<file path="config.mk">
export PLATFORM = sky130hd
export DESIGN_NAME = score_bcd_converter_flat
export DESIGN_NICKNAME = d
export VERILOG_FILES = /design/src/rtl/score_bcd_if.sv /design/src/rtl/score_bcd_converter.sv /design/src/flat_wrapper.sv
export SDC_FILE = /design/constraint.sdc
export NUM_CORES = 1
export LEC_CHECK = 0
export BUFFER_PORTS_ARGS = -buffer_cell sky130_fd_sc_hd__buf_4
export CORE_ASPECT_RATIO = 0.6
export CORE_MARGIN = 3
export CORE_UTILIZATION = 47
export DETAILED_ROUTE_END_ITERATION = 16
export HOLD_SLACK_MARGIN = 0.08
export PLACE_DENSITY = 0.66
export SYNTH_ARGS = -nofsm -noshare
export SYNTH_HDL_FRONTEND = slang
export SYNTH_SLANG_ARGS = --single-unit
</file>
<file path="constraint.sdc">
create_clock -name clk -period 2.2 [get_ports clk]
set_clock_uncertainty 0.15 [all_clocks]
set_input_delay 0.44 -clock clk [delete_from_list [all_inputs] [get_ports clk]]
set_output_delay 0.44 -clock clk [all_outputs]
set_load 0.005 [all_outputs]
</file>
<file path="src/rtl/score_bcd_if.sv">
// Request/result bundle between the score source and the BCD converter.
// The master drives requests; the slave (converter) returns the status and the held BCD digits.
interface score_bcd_if #(
  parameter int BIN_W = 10
);
  logic [BIN_W-1:0] score;
  logic             score_valid;
  logic             busy;
  logic             done;
  logic [3:0]       bcd_ones;
  logic [3:0]       bcd_tens;
  logic [3:0]       bcd_hundreds;
  logic             saturated;

  modport master (
    output score, score_valid,
    input  busy, done, bcd_ones, bcd_tens, bcd_hundreds, saturated
  );

  modport slave (
    input  score, score_valid,
    output busy, done, bcd_ones, bcd_tens, bcd_hundreds, saturated
  );
endinterface

</file>
<file path="src/rtl/score_bcd_converter.sv">
// Sequential shift-add-3 converter from the binary score to three BCD digits.
// The digits stay registered between conversions; one request may be queued while busy.
//
//  state | meaning
//  IDLE  | waiting; starts on a fresh request, otherwise on a queued one
//  SHIFT | one add-3 correction and left shift per cycle, BIN_W cycles in total
//  LOAD  | copy the scratch digits to the outputs and pulse done
module score_bcd_converter #(
  parameter int BIN_W = 10
) (
  input  logic        clk,
  input  logic        rst,
  score_bcd_if.slave  bus
);

  localparam int CNT_W = $clog2(BIN_W + 1);
  localparam logic [CNT_W-1:0] LAST_CNT = CNT_W'(BIN_W - 1);
  localparam logic [BIN_W-1:0] CLAMP = (BIN_W >= 10) ? BIN_W'(999) : '1;

  typedef enum logic [1:0] {
    IDLE  = 2'd0,
    SHIFT = 2'd1,
    LOAD  = 2'd2
  } state_t;

  state_t           state_q, state_d;
  logic [BIN_W-1:0] operand_q, operand_d;
  logic [BIN_W-1:0] pend_q, pend_d;
  logic             pend_vld_q, pend_vld_d;
  logic [11:0]      scratch_q, scratch_d;
  logic [CNT_W-1:0] cnt_q, cnt_d;
  logic             sat_r_q, sat_r_d;
  logic [11:0]      bcd_q, bcd_d;
  logic             sat_q, sat_d;
  logic             done_q, done_d;

  logic             start;
  logic [BIN_W-1:0] start_val;
  logic [10:0]      start_ext;
  logic             start_sat;
  logic [11:0]      adj;

  // A fresh request wins over the queued one when both are present in IDLE.
  always_comb begin
    start     = (state_q == IDLE) && (bus.score_valid || pend_vld_q);
    start_val = bus.score_valid ? bus.score : pend_q;
    start_ext = 11'(start_val);
    start_sat = start_ext > 11'd999;
  end

  always_ff @(posedge clk or posedge rst) begin
    if (rst) begin
      state_q <= IDLE;
    end else begin
      state_q <= state_d;
    end
  end

  always_comb begin
    state_d = state_q;
    case (state_q)
      IDLE:    if (start) state_d = SHIFT;
      SHIFT:   if (cnt_q == LAST_CNT) state_d = LOAD;
      LOAD:    state_d = IDLE;
      default: state_d = IDLE;
    endcase
  end

  always_comb begin
    adj = scratch_q;
    for (int i = 0; i < 3; i++) begin
      if (scratch_q[4*i +: 4] >= 4'd5) begin
        adj[4*i +: 4] = scratch_q[4*i +: 4] + 4'd3;
      end
    end
  end

  always_comb begin
    operand_d  = operand_q;
    pend_d     = pend_q;
    pend_vld_d = pend_vld_q;
    scratch_d  = scratch_q;
    cnt_d      = cnt_q;
    sat_r_d    = sat_r_q;
    bcd_d      = bcd_q;
    sat_d      = sat_q;
    done_d     = 1'b0;

    // Requests arriving mid-conversion park here; the latest one overwrites.
    if (bus.score_valid && (state_q != IDLE)) begin
      pend_d     = bus.score;
      pend_vld_d = 1'b1;
    end else if (start) begin
      pend_vld_d = 1'b0;
    end

    case (state_q)
      IDLE: begin
        if (start) begin
          operand_d = start_sat ? CLAMP : start_val;
          sat_r_d   = start_sat;
          scratch_d = '0;
          cnt_d     = '0;
        end
      end
      SHIFT: begin
        scratch_d = (adj << 1) | {11'd0, operand_q[BIN_W-1]};
        operand_d = operand_q << 1;
        cnt_d     = cnt_q + CNT_W'(1);
      end
      LOAD: begin
        bcd_d  = scratch_q;
        sat_d  = sat_r_q;
        done_d = 1'b1;
      end
      default: ;
    endcase
  end

  always_ff @(posedge clk or posedge rst) begin
    if (rst) begin
      operand_q  <= '0;
      pend_q     <= '0;
      pend_vld_q <= 1'b0;
      scratch_q  <= '0;
      cnt_q      <= '0;
      sat_r_q    <= 1'b0;
      bcd_q      <= '0;
      sat_q      <= 1'b0;
      done_q     <= 1'b0;
    end else begin
      operand_q  <= operand_d;
      pend_q     <= pend_d;
      pend_vld_q <= pend_vld_d;
      scratch_q  <= scratch_d;
      cnt_q      <= cnt_d;
      sat_r_q    <= sat_r_d;
      bcd_q      <= bcd_d;
      sat_q      <= sat_d;
      done_q     <= done_d;
    end
  end

  always_comb begin
    bus.busy         = (state_q != IDLE);
    bus.done         = done_q;
    bus.bcd_ones     = bcd_q[3:0];
    bus.bcd_tens     = bcd_q[7:4];
    bus.bcd_hundreds = bcd_q[11:8];
    bus.saturated    = sat_q;
  end

endmodule

</file>
<file path="src/flat_wrapper.sv">
// flat-port wrapper written by rule: the top's interface ports become plain ports
module score_bcd_converter_flat 
#(
  parameter int BIN_W = 10
)
  (clk, rst, bus_score, bus_score_valid, bus_busy, bus_done, bus_bcd_ones, bus_bcd_tens, bus_bcd_hundreds, bus_saturated);
  score_bcd_if #(.BIN_W(BIN_W)) bus_i ();
  input  logic clk;
  input  logic rst;
  input wire logic [$bits(bus_i.score)-1:0] bus_score;
  input wire logic [$bits(bus_i.score_valid)-1:0] bus_score_valid;
  output wire logic [$bits(bus_i.busy)-1:0] bus_busy;
  output wire logic [$bits(bus_i.done)-1:0] bus_done;
  output wire logic [$bits(bus_i.bcd_ones)-1:0] bus_bcd_ones;
  output wire logic [$bits(bus_i.bcd_tens)-1:0] bus_bcd_tens;
  output wire logic [$bits(bus_i.bcd_hundreds)-1:0] bus_bcd_hundreds;
  output wire logic [$bits(bus_i.saturated)-1:0] bus_saturated;
  assign bus_i.score = bus_score;
  assign bus_i.score_valid = bus_score_valid;
  assign bus_busy = bus_i.busy;
  assign bus_done = bus_i.done;
  assign bus_bcd_ones = bus_i.bcd_ones;
  assign bus_bcd_tens = bus_i.bcd_tens;
  assign bus_bcd_hundreds = bus_i.bcd_hundreds;
  assign bus_saturated = bus_i.saturated;
  score_bcd_converter #(.BIN_W(BIN_W)) u_core (.clk(clk), .rst(rst), .bus(bus_i));
endmodule
</file>
# After elaboration in Yosys (flattened, before gate mapping)
# Cells that the tools add are included.
# op_classes
n_addsub	4
magnitude_cmp	4
n_eq_ne	5
n_mux	17
bitwise_logic	1
n_reduce_logical	10
# ops
cell	count
$mux W10	3
$pmux W12 S2	1
$pmux W10 S2	1
$ge A4 B3 Y1 const B	3
$mux W12	1
$mux W4	3
$or A12 B1 Y12	1
$gt A10 B10 Y1 const B	1
$add A4 B2 Y4 const B	2
$pmux W4 S2	1
$reduce_and A2 Y1	3
$reduce_bool A2 Y1	3
$add A4 B1 Y4 const B	1
$eq A4 B4 Y1 const B	1
$mux W2	2
$ne A2 B1 Y1 const B	2
$pmux W2 S2	1
$add A3 B2 Y3 const B	1
$mux W1	3
$mux W3	1
$eq A2 B1 Y1 const B	1
$eq A2 B2 Y1 const B	1
$logic_and A1 B1 Y1	2
$logic_not A2 Y1	1
$logic_or A1 B1 Y1	1
# totals
regBits	54
in_bits	13
output_inout_bits	15
elab_cells	51

# Depth between registers and ports, before layout
# logic_depth
word_depth	5
mapped_depth	6
depth_no_buf	6

# Least setup slack after synthesis
# Ideal clock, no wire load.
# synth_timing
path_kind	input port to flip-flop
from	input port bus_score_valid
to	register u_core.operand_q[1]
setup_ns	0.134
arrival_ns	1.288
required_ns	1.916
slack_ns	0.627
stages	5
path_cell_list	buf_6 -> nor3_2 -> or2_4 -> a2111oi_0 -> a21oi_1
# synth_via
elab_chain_len	5
elab_cells_between_ends	9
classes_between	order compare (1); eq/ne (1); mux (4); reduce/logical (3)
# synth_rtl
item	line_no	rtl
from (decl)	flat_wrapper.sv:11	input wire logic [$bits(bus_i.score_valid)-1:0] bus_score_valid;
$mux W10	score_bcd_converter.sv:46	start_val = bus.score_valid ? bus.score : pend_q;
$gt A10 B10 Y1	score_bcd_converter.sv:48	start_sat = start_ext > 11'd999;
$mux W10	score_bcd_converter.sv:100	operand_d = start_sat ? CLAMP : start_val;
$mux W10	score_bcd_converter.sv:99	if (start) begin
$pmux W10 S2	score_bcd_converter.sv:97	case (state_q)
to (signal assigned)	score_bcd_converter.sv:132	operand_q <= operand_d;
to (decl)	score_bcd_converter.sv:27	logic [BIN_W-1:0] operand_q, operand_d;
# Several ways; a longest one is shown, not always the timed one. The select of a mux whose other input is x is not followed.
# A chain may end at the register's enable or synchronous reset.

# Worst setup path after layout
# layout_timing
from	register u_core.state_q[1]
to	register u_core.operand_q[1]
# layout_via
elab_chain_len	4
elab_cells_between_ends	7
classes_between	eq/ne (2); mux (1); reduce/logical (4)
# layout_rtl
item	line_no	rtl
from (decl)	score_bcd_converter.sv:26	state_t state_q, state_d;
from (signal assigned)	score_bcd_converter.sv:55	state_q <= state_d;
$logic_not A2 Y1	score_bcd_converter.sv:45, score_bcd_converter.sv:97	
$logic_and A1 B1 Y1	score_bcd_converter.sv:45	start = (state_q == IDLE) && (bus.score_valid || pend_vld_q);
$ne A2 B1 Y1 (no source line)	--	
$reduce_and A2 Y1 (no source line)	--	
# Several ways; a longest one is shown, not always the timed one.

==> impl_metrics.tcl <==
set metrics [dict create \
    status "complete, no violations" \
    synth_area_sq_um 2510 \
    synth_xor_area_frac 0.0244 \
    grt_pass1_wl_um 8560 \
    hold_depth 2 \
    antenna_found_initial 0 \
    place_congestion 0.816 \
    post-dp-hpwl_um 3470 \
    vias_per_cell 5.83 \
    post-place-cells 287 \
    synth_top_family_by_area "multiplexers" \
    power.internal_mw 2.28 \
    drc 0 \
    rows 19 \
    drive_gt1_frac 0.280 \
    synth-edff-count 0 \
    seq_area_frac_synth 0.538 \
    clk_pin_slew_ps 90 \
    tns_ps 0 \
    cts_made_buffers 5 \
    nets 253 \
    track_usage 0.167 \
    ios 28 \
    globalRouteMet3Util 0.0479 \
    crit_fanout 16 \
    holdCritPathClass "in2reg" \
    fill_cells 411 \
    cts_tree "yes" \
    crit_path_end_kind "register" \
    r2r-end "u_core.operand_q[1]" \
    switching_share 0.354 \
    synthFlopType "dfrtp_1" \
    synth_top_area_frac 0.538 \
    routedWlPerCell_um 16.4 \
    power.density_nw_per_um2 1240 \
    grt_pass1_vias 1763 \
    syn_area_per_cell_sq_um 12.4 \
    synth_common_cells "54 x dfrtp_1, 22 x mux2_2, 10 x mux2i_1, 10 x nor2_1, 9 x inv_1" \
    synth_compound_area_frac 0.138 \
    switching_power_mw 1.25 \
    grt_overflow 0 \
    cts_resized 0 \
    yosys_warnings 0 \
    synthesis.nets 224 \
    die_x_um 100 \
    antenna_cells 0 \
    vias 1720 \
    busiest_layer "met2" \
    wl_um 4830 \
    grt.met1_usage 0.236 \
    synth_cells 203 \
    p_comb_frac 0.385 \
    die_area_sq_um 6280 \
    cp.required_ps 2280 \
    yosys-top-cells-area "dfrtp_1 54%, mux2_2 9.9%, ha_1 4.0%" \
    layout_min_cycle_time_ps 1930 \
    final_cells 295 \
    r2r_start "u_core.state_q[1]" \
    min-delay-start "bus_score[1]" \
    syn_to_final_growth_pct 13.6 \
    die_h_um 62.6 \
    final_max_slew_viol_count 0 \
    initialDrtViolationCount 94 \
    clk_latency_ps 300 \
    finalHoldViolations 0 \
    period_share 0.876 \
    hold_path_end "u_core.pend_q[1]" \
    relSlewSlack 0.296 \
    p_leak_nw 1.32 \
    yosys.area_share.adder 0.0399 \
    synth_most_common_cell "dfrtp_1" \
    coreArea_sq_um 4850 \
    first_pass_iters 4 \
    synth-seq-cells 54 \
    ctsRootBufferMaster "clkbuf_8" \
    setup_viol 0 \
    arrival_ps 2000 \
    synthMuxAreaShare 0.148 \
    clockPowerShare 0.148 \
    r2r_cells 3 \
    fmax_ghz 0.519 \
    drv_cap 0 \
    ir_drop_mv 0.615 \
    worst_pin_slew_ps 1050 \
    cts_sinks 54 \
    yosys.area.top_type "dfrtp_1" \
    cts_setup_buffers 0 \
    port_buffers 27 \
    rsz0062_at_grt "false" \
    critPathLaunchType "register" \
    start_util 0.518 \
    antenna_left 0 \
    async_flop_share 1.00 \
    ys_types 39 \
    yosys.area_share.simple 0.0693 \
    critPathKind "reg2reg" \
    seqPwrFrac 0.466 \
    clock_path_buffers 2 \
    grt_use_met2 0.262 \
    grt_max_degree 55 \
    r2r_slack_ps 270 \
    cts_max_level 2 \
]
[final cells by class]
type | count | area [sq um] | share of cell area
multi-input cells | 129 | 1050 | 0.369
well taps | 63 | 78.8 | 0.0277
repair buffers | 32 | 255 | 0.0896
flip-flops and latches | 54 | 1350 | 0.474
inverters | 10 | 37.5 | 0.0132
clock buffers | 7 | 76.3 | 0.0268
[flip-flops by register name, summed over array words and instances (netlist names)]
name and flops:
u_core.pend_vld_q 1, u_core.bus.done 1, u_core.operand_q 10, u_core.scratch_q 12
u_core.cnt_q 4, u_core.bus.saturated 1, u_core.state_q 2, u_core.bcd_q 12
u_core.sat_r_q 1, u_core.pend_q 10
[cell usage in the layout (no fill, tap or decap), types with 2 or more instances in the layout]
cell type  instances
a22o_1             3
nand3_1            3
nand2_1            6
a2111oi_0          2
clkbuf_1           2
buf_4             30
mux2i_1           10
a22oi_1            3
nor3_1             3
o21ai_0            7
o32ai_1            2
mux2_1             2
dfrtp_1           54
ha_1               8
inv_1              8
o22ai_1            6
nor2_1            10
mux2_2            22
a221o_1            5
o31ai_1            5
xor2_1             2
clkbuf_8           5
a32o_1             3
nand2b_1           4
o2111ai_1          2
xnor2_1            5
a21oi_1            5
inv_2              2
and2_1             2
[worst max path at each step]
stage,start,end,depth (start not counted)
floorplan,rst,u_core.bcd_q[0],1
global placement,bus_score_valid,u_core.operand_q[1],5
detailed placement,bus_score_valid,u_core.operand_q[1],5
CTS,u_core.state_q[1],u_core.operand_q[1],3
global route,u_core.state_q[1],u_core.operand_q[2],3
finish,u_core.state_q[1],u_core.operand_q[1],3
[power groups by stage]
stage / clock (mW) / combinational (mW) / sequential [mW]
after global routing: 0.575 / 1.54 / 1.70
after global placement: 0 / 1.30 / 1.64
after CTS: 0.534 / 1.38 / 1.64
after floorplan: 0 / 1.00 / 1.59
after detailed placement: 0 / 1.37 / 1.66
final: 0.524 / 1.36 / 1.65
[logic make-up after synthesis]
family          count (synthesis)
buf+inv                        20
simple gates                   34
flops                          54
compound gates                 46
xor+xnor                        7
mux                            34
fa+ha+maj                       8
[layer usage]
| metal | vias up | wire [um] | part of all wire |
|---|---|---|---|
| met5 | - | 0 | 0 |
| met4 | 0 | 14 | 0.0029 |
| met3 | 4 | 227 | 0.047 |
| met2 | 31 | 2190 | 0.45 |
| met1 | 876 | 2400 | 0.50 |
| li1 | 809 | - | - |
[critical path: stages, from the launching register on]
cell	delay (ps)
dfrtp_1	470
nor2b_1	850
a2111oi_0	170
a21oi_1	210
[per-stage QoR]
step / util / hold WS (ps) / setup slack (ps) / area, sq um / total power [mW]
after global routing: 0.588 / 221 / 17.1 / 2850 / 3.81
final: 0.588 / 224 / 274 / 2850 / 3.53
after global placement: 0.570 / 318 / 381 / 2760 / 2.94
after detailed placement: 0.570 / 331 / 295 / 2760 / 3.02
after floorplan: - / 294 / 295 / 2510 / 2.60
after CTS: 0.588 / 219 / 272 / 2850 / 3.55
[what timing repair did]
item / CTS / global route
hold endpoints to repair: 54 / 0
hold buffers: 1 / 0
setup endpoints to repair: 0 / 0
No activity file was read; power rests on OpenSTA's default activity.
